<file path="src/rtl/cpu_csr_pkg.sv">
// cpu_csr_pkg: CSR addresses, write-op encodings, mstatus/mtvec field positions and the write-op helper
package cpu_csr_pkg;
  localparam logic [11:0] CSR_MSTATUS   = 12'h300;
  localparam logic [11:0] CSR_MTVEC     = 12'h305;
  localparam logic [11:0] CSR_MSCRATCH  = 12'h340;
  localparam logic [11:0] CSR_MEPC      = 12'h341;
  localparam logic [11:0] CSR_MCAUSE    = 12'h342;
  localparam logic [11:0] CSR_MTVAL     = 12'h343;
  localparam logic [11:0] CSR_MCYCLE    = 12'hB00;
  localparam logic [11:0] CSR_MINSTRET  = 12'hB02;
  localparam logic [11:0] CSR_MCYCLEH   = 12'hB80;
  localparam logic [11:0] CSR_MINSTRETH = 12'hB82;
  localparam logic [11:0] CSR_MHARTID   = 12'hF14;
  typedef enum logic [1:0] {WOP_NONE, WOP_WRITE, WOP_SET, WOP_CLEAR} wop_e;
  localparam int MSTATUS_MIE  = 3;
  localparam int MSTATUS_MPIE = 7;
  localparam int MSTATUS_MPP  = 11;
  localparam logic MTVEC_DIRECT   = 1'b0;
  localparam logic MTVEC_VECTORED = 1'b1;
  function automatic logic [31:0] csr_op(input logic [31:0] old, input logic [31:0] d, input logic [1:0] op);
    return op == WOP_SET ? (old | d) : op == WOP_CLEAR ? (old & ~d) : d;
  endfunction
endpackage

</file>
<file path="src/rtl/cpu_csr_counter.sv">
// cpu_csr_counter: COUNTER_W-bit wrapping counter with separately writable low word and high bits
module cpu_csr_counter #(
  parameter int COUNTER_W = 64
) (
  input  logic                 clk,
  input  logic                 rst_n,
  input  logic                 inc,
  input  logic                 wr_lo,
  input  logic                 wr_hi,
  input  logic [31:0]          wdata,
  output logic [COUNTER_W-1:0] cnt
);
  localparam int H = COUNTER_W - 32;
  logic [COUNTER_W-1:0] nxt;
  assign nxt = cnt + COUNTER_W'(inc);
  // low write replaces the low word and swallows this cycle's increment (and its carry); high write overrides the carry
  always_ff @(posedge clk or negedge rst_n)
    if (!rst_n) cnt <= '0;
    else begin
      cnt[31:0] <= wr_lo ? wdata : nxt[31:0];
      cnt[COUNTER_W-1:32] <= wr_hi ? wdata[H-1:0] : wr_lo ? cnt[COUNTER_W-1:32] : nxt[COUNTER_W-1:32];
    end
endmodule

</file>
<file path="src/rtl/cpu_csr_trap_unit.sv">
// cpu_csr_trap_unit: machine-mode CSRs, trap entry/mret state and trap vector; counters gated by CSR_COUNTERS_EN
module cpu_csr_trap_unit
  import cpu_csr_pkg::*;
#(
  parameter logic [31:0] MTVEC_RESET = 32'h0000_0000,
  parameter logic [31:0] MHARTID     = 32'h0000_0000,
  parameter int          COUNTER_W   = 64
) (
  input  logic        clk,
  input  logic        rst_n,
  input  logic [11:0] raddr,
  output logic [31:0] rdata,
  input  logic [11:0] waddr,
  input  logic [31:0] wdata,
  input  logic [1:0]  wop,
  output logic        illegal,
  input  logic        instret,
  input  logic        trap_en,
  input  logic [31:0] trap_cause,
  input  logic [31:0] trap_pc,
  input  logic [31:0] trap_val,
  input  logic        mret_en,
  output logic [31:0] trap_target,
  output logic [31:0] mepc_out,
  output logic        mie_out
);
  logic        mie, mpie;
  logic [31:0] mtvec, mscratch, mepc, mcause, mtval;
  logic        r_hit, w_hit, w_bad, wen;
  logic [31:0] wold, wnew, base;
`ifdef CSR_COUNTERS_EN
  logic [COUNTER_W-1:0] mcycle, minstret;
`endif
  function automatic logic [32:0] csr_rd(input logic [11:0] a);
    case (a)
      CSR_MSTATUS:   csr_rd = {1'b1, 19'd0, 2'b11, 3'd0, mpie, 3'd0, mie, 3'd0};
      CSR_MTVEC:     csr_rd = {1'b1, mtvec};
      CSR_MSCRATCH:  csr_rd = {1'b1, mscratch};
      CSR_MEPC:      csr_rd = {1'b1, mepc};
      CSR_MCAUSE:    csr_rd = {1'b1, mcause};
      CSR_MTVAL:     csr_rd = {1'b1, mtval};
      CSR_MHARTID:   csr_rd = {1'b1, MHARTID};
`ifdef CSR_COUNTERS_EN
      CSR_MCYCLE:    csr_rd = {1'b1, mcycle[31:0]};
      CSR_MINSTRET:  csr_rd = {1'b1, minstret[31:0]};
      CSR_MCYCLEH:   csr_rd = {1'b1, 32'(mcycle[COUNTER_W-1:32])};
      CSR_MINSTRETH: csr_rd = {1'b1, 32'(minstret[COUNTER_W-1:32])};
`endif
      default:       csr_rd = 33'd0;
    endcase
  endfunction
  // decode the read port and fetch the old value of the write target
  always_comb begin
    {r_hit, rdata} = csr_rd(raddr);
    {w_hit, wold}  = csr_rd(waddr);
  end
  assign wnew        = csr_op(wold, wdata, wop);
  assign w_bad       = wop != WOP_NONE && (!w_hit || waddr[11:10] == 2'b11);
  assign illegal     = !r_hit || w_bad;
  assign wen         = wop != WOP_NONE && !w_bad && !trap_en && !mret_en;
  assign base        = {mtvec[31:2], 2'b00};
  assign trap_target = (mtvec[0] == MTVEC_VECTORED && trap_cause[31]) ? base + {trap_cause[29:0], 2'b00} : base;
  assign mepc_out    = mepc;
  assign mie_out     = mie;
  // trap beats mret beats CSR write; lower-priority events are dropped
  always_ff @(posedge clk or negedge rst_n)
    if (!rst_n) begin
      mie      <= 1'b0;
      mpie     <= 1'b0;
      mtvec    <= MTVEC_RESET & ~32'h2;
      mscratch <= '0;
      mepc     <= '0;
      mcause   <= '0;
      mtval    <= '0;
    end else if (trap_en) begin
      mepc   <= trap_pc & ~32'h3;
      mcause <= trap_cause;
      mtval  <= trap_val;
      mpie   <= mie;
      mie    <= 1'b0;
    end else if (mret_en) begin
      mie  <= mpie;
      mpie <= 1'b1;
    end else if (wen)
      case (waddr)
        CSR_MSTATUS: begin
          mie  <= wnew[MSTATUS_MIE];
          mpie <= wnew[MSTATUS_MPIE];
        end
        CSR_MTVEC:    mtvec    <= wnew & ~32'h2;
        CSR_MSCRATCH: mscratch <= wnew;
        CSR_MEPC:     mepc     <= wnew & ~32'h3;
        CSR_MCAUSE:   mcause   <= wnew;
        CSR_MTVAL:    mtval    <= wnew;
        default: ;
      endcase
`ifdef CSR_COUNTERS_EN
  cpu_csr_counter #(.COUNTER_W(COUNTER_W)) u_mcycle (
    .clk(clk), .rst_n(rst_n), .inc(1'b1),
    .wr_lo(wen && waddr == CSR_MCYCLE), .wr_hi(wen && waddr == CSR_MCYCLEH),
    .wdata(wnew), .cnt(mcycle)
  );
  cpu_csr_counter #(.COUNTER_W(COUNTER_W)) u_minstret (
    .clk(clk), .rst_n(rst_n), .inc(instret),
    .wr_lo(wen && waddr == CSR_MINSTRET), .wr_hi(wen && waddr == CSR_MINSTRETH),
    .wdata(wnew), .cnt(minstret)
  );
`else
  logic unused_ok;
  assign unused_ok = instret & (COUNTER_W > 0);
`endif
endmodule

</file>
<file path="config.mk">
export PLATFORM = sky130hd
export DESIGN_NAME = cpu_csr_trap_unit
export DESIGN_NICKNAME = d
export VERILOG_FILES = /design/src/rtl/cpu_csr_pkg.sv /design/src/rtl/cpu_csr_counter.sv /design/src/rtl/cpu_csr_trap_unit.sv
export SDC_FILE = /design/constraint.sdc
export NUM_CORES = 1
export LEC_CHECK = 0
export ABC_AREA = 1
export ABC_CLOCK_PERIOD_IN_PS = 3000
export CORE_MARGIN = 2
export CORE_UTILIZATION = 50
export DETAILED_ROUTE_END_ITERATION = 8
export PLACE_DENSITY_LB_ADDON = 0.12
export SLEW_MARGIN = 40
export SYNTH_ARGS = -nofsm -noshare
export SYNTH_HDL_FRONTEND = slang
export SYNTH_SLANG_ARGS = --single-unit
</file>
<file path="constraint.sdc">
create_clock -name clk -period 3 [get_ports clk]
set_input_delay 0.6 -clock clk [delete_from_list [all_inputs] [get_ports clk]]
set_output_delay 0.6 -clock clk [all_outputs]
set_load 0.02 [all_outputs]
</file>
# After elaboration in Yosys (flattened, before gate mapping)
# Index checks and enable logic that the tools add are counted.
[word_totals] reg_bits=161 inputBits=159 output_inout_bits=98 wordCells=81
[classes] addsub=1 n_eq_ne=18 muxes=25 bitwise_logic=5 n_reduce_logical=25
[op_table] op="$mux 32" count=15
[op_table] op="$pmux 33 s7" count=2
[op_table] op="$eq 12x10->1 const B" count=12
[op_table] op="$add 32x32->32" count=1
[op_table] op="$and 32x32->32" count=1
[op_table] op="$not 32->32" count=1
[op_table] op="$or 32x32->32" count=1
[op_table] op="$eq 12x12->1 const B" count=2
[op_table] op="$reduce_bool 2->1" count=5
[op_table] op="$reduce_and 3->1" count=3
[op_table] op="$mux 1" count=8
[op_table] op="$reduce_and 4->1" count=2
[op_table] op="$eq 2x2->1 const B" count=3
[op_table] op="$reduce_bool 3->1" count=2
[op_table] op="$logic_and 1x1->1" count=5
[op_table] op="$logic_not 1->1" count=5
[op_table] op="$logic_or 1x1->1" count=2
[op_table] op="$ne 2x2->1 const B" count=1
[op_table] op="$not 1->1" count=2
[op_table] op="$reduce_and 2->1" count=1

# Longest topological paths before layout
[logic_depth] ltp_word=12 depth_mapped=16 depth_no_buf=16

# Worst setup path after synthesis
# OpenSTA, ideal clock, no wires.
[synth_path] kind="input port to output port" start="in trap_cause[0]" end="out trap_target[18]" t_arrival_ns=2.369 required_time_ns=2.400 path_slack_ns=0.031 stages=12 path_buffers=0 cell_sequence="ha_1 -> fa_1 -> nand2_1 -> nand2_1 -> o21ai_0 -> inv_1 -> nand2_1 -> nand2_1 -> nand3_1 -> nand2_1 -> xnor2_1 -> o21ai_0"
[synth_between] elab_chain_cells=2
[synth_lines] element="start, declared" line="cpu_csr_trap_unit.sv:19" source="input logic [31:0] trap_cause,"
[synth_lines] element="$add 32x32->32" line="cpu_csr_trap_unit.sv:62" source="assign trap_target = (mtvec[0] == MTVEC_VECTORED && trap_cause[31]) ? base + {trap_cause[29:0], 2'b00} : base;"
[synth_lines] element="$mux 32" line="cpu_csr_trap_unit.sv:62"
[synth_lines] element="end, declared" line="cpu_csr_trap_unit.sv:23" source="output logic [31:0] trap_target,"
# Every way passes these cells.

# Worst setup path in the final report
[layout_path] start="reg mtvec[2]" end="out trap_target[14]"
[layout_between] elab_chain_cells=2
[layout_lines] element="start, declared" line="cpu_csr_trap_unit.sv:28" source="logic [31:0] mtvec, mscratch, mepc, mcause, mtval;"
[layout_lines] element="start signal, assigned" line="cpu_csr_trap_unit.sv:70" source="mtvec <= MTVEC_RESET & ~32'h2;"
[layout_lines] element="start signal, assigned" line="cpu_csr_trap_unit.sv:90" source="CSR_MTVEC: mtvec <= wnew & ~32'h2;"
[layout_lines] element="$add 32x32->32" line="cpu_csr_trap_unit.sv:62"
[layout_lines] element="$mux 32" line="cpu_csr_trap_unit.sv:62"
# Every way passes these cells.

==> flow_summary_export.csv <==
group,metric,value,unit
die,num_rows,58,
sta,fin_crit_sh,105,%
drt,drt_iter0_markers,2475,
die,io_pins,257,
power,power_leakage,9.54,nW
clock_tree,hold_buffers,0,
worst_setup_path,crit_buf_inv,2,
sta,finalHoldViolations,0,
drt,vias,17300,
worst_setup_path,end_kind,"primary output",
global_route,gr-total-overflow,0,
yosys,syn-cell-area,12700,um^2
place,dp_cells,2815,
layout,final_common_cell,"nand2_1",
global_route,grt_max_degree,105,
yosys,avgSynthCellArea,6.01,um^2
outcome,violations,"negative setup slack",
die,die_y,163,um
worst_setup_path,rr_endpoint,"mepc_out[2]",
layout,area_growth,47.7,%
clock_tree,clock_sinks,159,
worst_setup_path,path_depth,14,
global_route,grtUsageMet1,55.6,%
die,dieArea,26700,um^2
sta,hold-worst-slack,0.153,ns
drt,drc_errors,0,
clock_tree,cts.htree.levels,4,
layout,final_util,75.0,%
yosys,ys_seq_area_share,31.3,%
power,ir_drop,0.323,mV
drt,totalWireLength,63500,um
sta,slew_headroom,52.5,%
sta,fmax,319,MHz
yosys,syn_inst,2113,
power,total_power,5.89,mW
power,power_frac_clock,36.9,%
clock_tree,clock_path_buffers,2,
die,fp.dieW,163,um
power,power_frac_comb,22.6,%
drt,postRouteAntennaNets,0,
worst_setup_path,rrSetupSlack,1.35,ns
worst_setup_path,critPathSlowestCell,"dfrtp_1",
place,dpl.hpwl,44700,um
place,io_buffers,249,
global_route,busiest_layer,"met2",
global_route,grt_pass1_wl,93400,um
global_route,grt_use_total,46.7,%
sta,worst_pin_slew,0.712,ns
worst_setup_path,cp.required,2.40,ns
worst_setup_path,slowest_delay,0.44,ns
clock_tree,clock_latency,0.44,ns
worst_setup_path,r2r_start,"mtvec[2]",
worst_setup_path,path_delay_family,"simple AND/OR/NAND/NOR gates",
clock_tree,cts_buffers,17,
worst_setup_path,crit_arrival,2.54,ns
worst_setup_path,r2r_cells,8,
worst_setup_path,critPathMaxFanout,4,
place,dp_slack,-0.891,ns
global_route,antenna_found_initial,1,
global_route,gr-usage-met2,72.1,%
place,gp_congestion,0.998,
sta,fin_skew,0.0115,ns
yosys,synth_cell_types,42,
power,p_switching,1.89,mW
power,p_sw_share,32.1,%
die,coreArea,25000,um^2
worst_setup_path,path_class,"flip-flop to primary output",
layout,final_cell_mix,"nand2_1, nand3_1, buf_4",
power,power_frac_seq,40.5,%
global_route,grt_pass1_vias,16700,
power,power.density,314,nW/um^2
clock_tree,clkTransAtPathRegs,0.07,ns
layout,drive_gt1_share,21.2,%
drt,wire_per_inst,22.1,um
clock_tree,cts_tree,"yes",
drt,drtPass1Iterations,8,
run,max_cap_violations,0,
sta,finalCriticalPeriod,3.14,ns
yosys,ys_ff_latch,159,
sta,slew_viol_final,0,
sta,finalSetupViolations,10,
power,internal-power,4.00,mW
die,start_util,50.8,%
outcome,status,"finished, violations left",
layout,final_cells,2870,
worst_setup_path,crit_chain,"ha_4 > fa_2 > nand2_2 > nand2_2 > o21ai_2 > inv_1 > nand2_2 > nand2_4 > nand2_4 > nand2_4 > or2_4 > nand3_2 > o21ai_1 > buf_4",
sta,fin_ws,-0.136,ns
worst_setup_path,cp-start-kind,"flip-flop",
drt,viasPerCell,6.02,
global_route,grt_use_met3,10.7,%
worst_hold_path,hp-class,"input pin to async pin",
yosys,synth_warnings,0,
sta,rsz0062_at_grt,"true",
layout,num-nets-final,2715,
clock_tree,cts_root_buf,"clkbuf_16",
[metrics by stage]
stage / setup TNS, ns / instance area (um^2)
final: -0.646 / 18800
after global routing: -1.83 / 18800
after CTS: -0.114 / 18300
after detailed placement: -45.44 / 17100
after global placement: -43.82 / 17100
after floorplan: 0 / 12700
[layout make-up]
cell class / instances / area (um^2)
sequential: 159 / 3990
antenna: 1 / 2.50
timing repair buffer: 495 / 4570
clock inverter: 11 / 97.6
tap: 330 / 413
multi-input combinational: 1624 / 8350
fill: 1956 / 6260
inverter: 229 / 876
clock buffer: 21 / 470
[layer usage]
metal	vias up	part of all wire, %	wire (um)
met5	-	0	0
met4	0	9.8	6220
met3	441	13	8020
met2	1465	44	27800
met1	7765	34	21500
li1	7598	-	-
[cell usage after synthesis, drive strengths merged]
cell type,number,area [um^2]
inv,226,848
dfrtp,159,3980
fa,1,20.0
a21oi,38,190
nor2,179,712
o21a,2,15.0
o21bai,1,7.51
a31oi,1,6.26
clkbuf,53,199
nand2,773,2910
o22ai,12,75.1
o21ai,163,816
nor3,15,91.3
clkinv,3,11.3
nor4,2,12.5
ha,29,363
and2,1,6.26
nand4,20,138
a21o,1,7.51
buf,51,284
conb,1,3.75
xor2,1,8.76
or2,5,31.3
and3,2,12.5
nand3b,6,45.0
xnor2,9,78.8
nand3,352,1780
o211ai,7,52.6
[power by group through the flow]
stage	Sequential (mW)	Combinational, mW	Clock (mW)
after global routing	2.39	1.42	2.23
after global placement	2.41	1.16	0
final	2.38	1.33	2.17
after CTS	2.38	1.24	2.15
after floorplan	2.42	0.473	0
after detailed placement	2.42	1.18	0
[worst max path at each step]
stage,end,start,slack (ns)
after global routing,trap_target[14],mtvec[2],-0.23
after floorplan,trap_target[18],trap_cause[0],0.03
final,trap_target[14],mtvec[2],-0.14
after global placement,trap_target[14],trap_cause[0],-0.86
after detailed placement,trap_target[14],trap_cause[0],-0.89
after CTS,trap_target[14],mtvec[2],-0.11
[worst register-to-register path: stages, from the launching register on]
cell	delay [ns]
dfrtp_1	0.44
buf_4	0.16
buf_4	0.14
nand2_1	0.06
o21ai_0	0.09
o21ai_1	0.14
nand2_1	0.24
nand3_1	0.16
nand3_1	0.09
[kinds of logic (layout without fill, tap and decap cells)]
logic type	Yosys count	in the layout	synth area share [%]
buf+inv	333	756	10.6
other cells	1	5	0.0295
simple gates	1355	1355	45.2
xor+xnor	10	10	0.689
flops	159	159	31.3
compound gates	225	225	9.21
fa+ha+maj	30	30	3.01
[sequential cells by signal, summed over array words and instances, names as in the netlist]
| register | flops |
|---|---|
| mcause | 32 |
| mscratch | 32 |
| mtval | 32 |
| mtvec | 31 |
| mepc_out | 30 |
| mie_out | 1 |
| mpie | 1 |
[what timing repair did]
item,CTS,global route
gates resized for setup,413,155
gates cloned,3,0
pin swaps,30,57
setup endpoints to repair,63,62
setup buffers,14,6
Power figures use the tool's default switching activity.
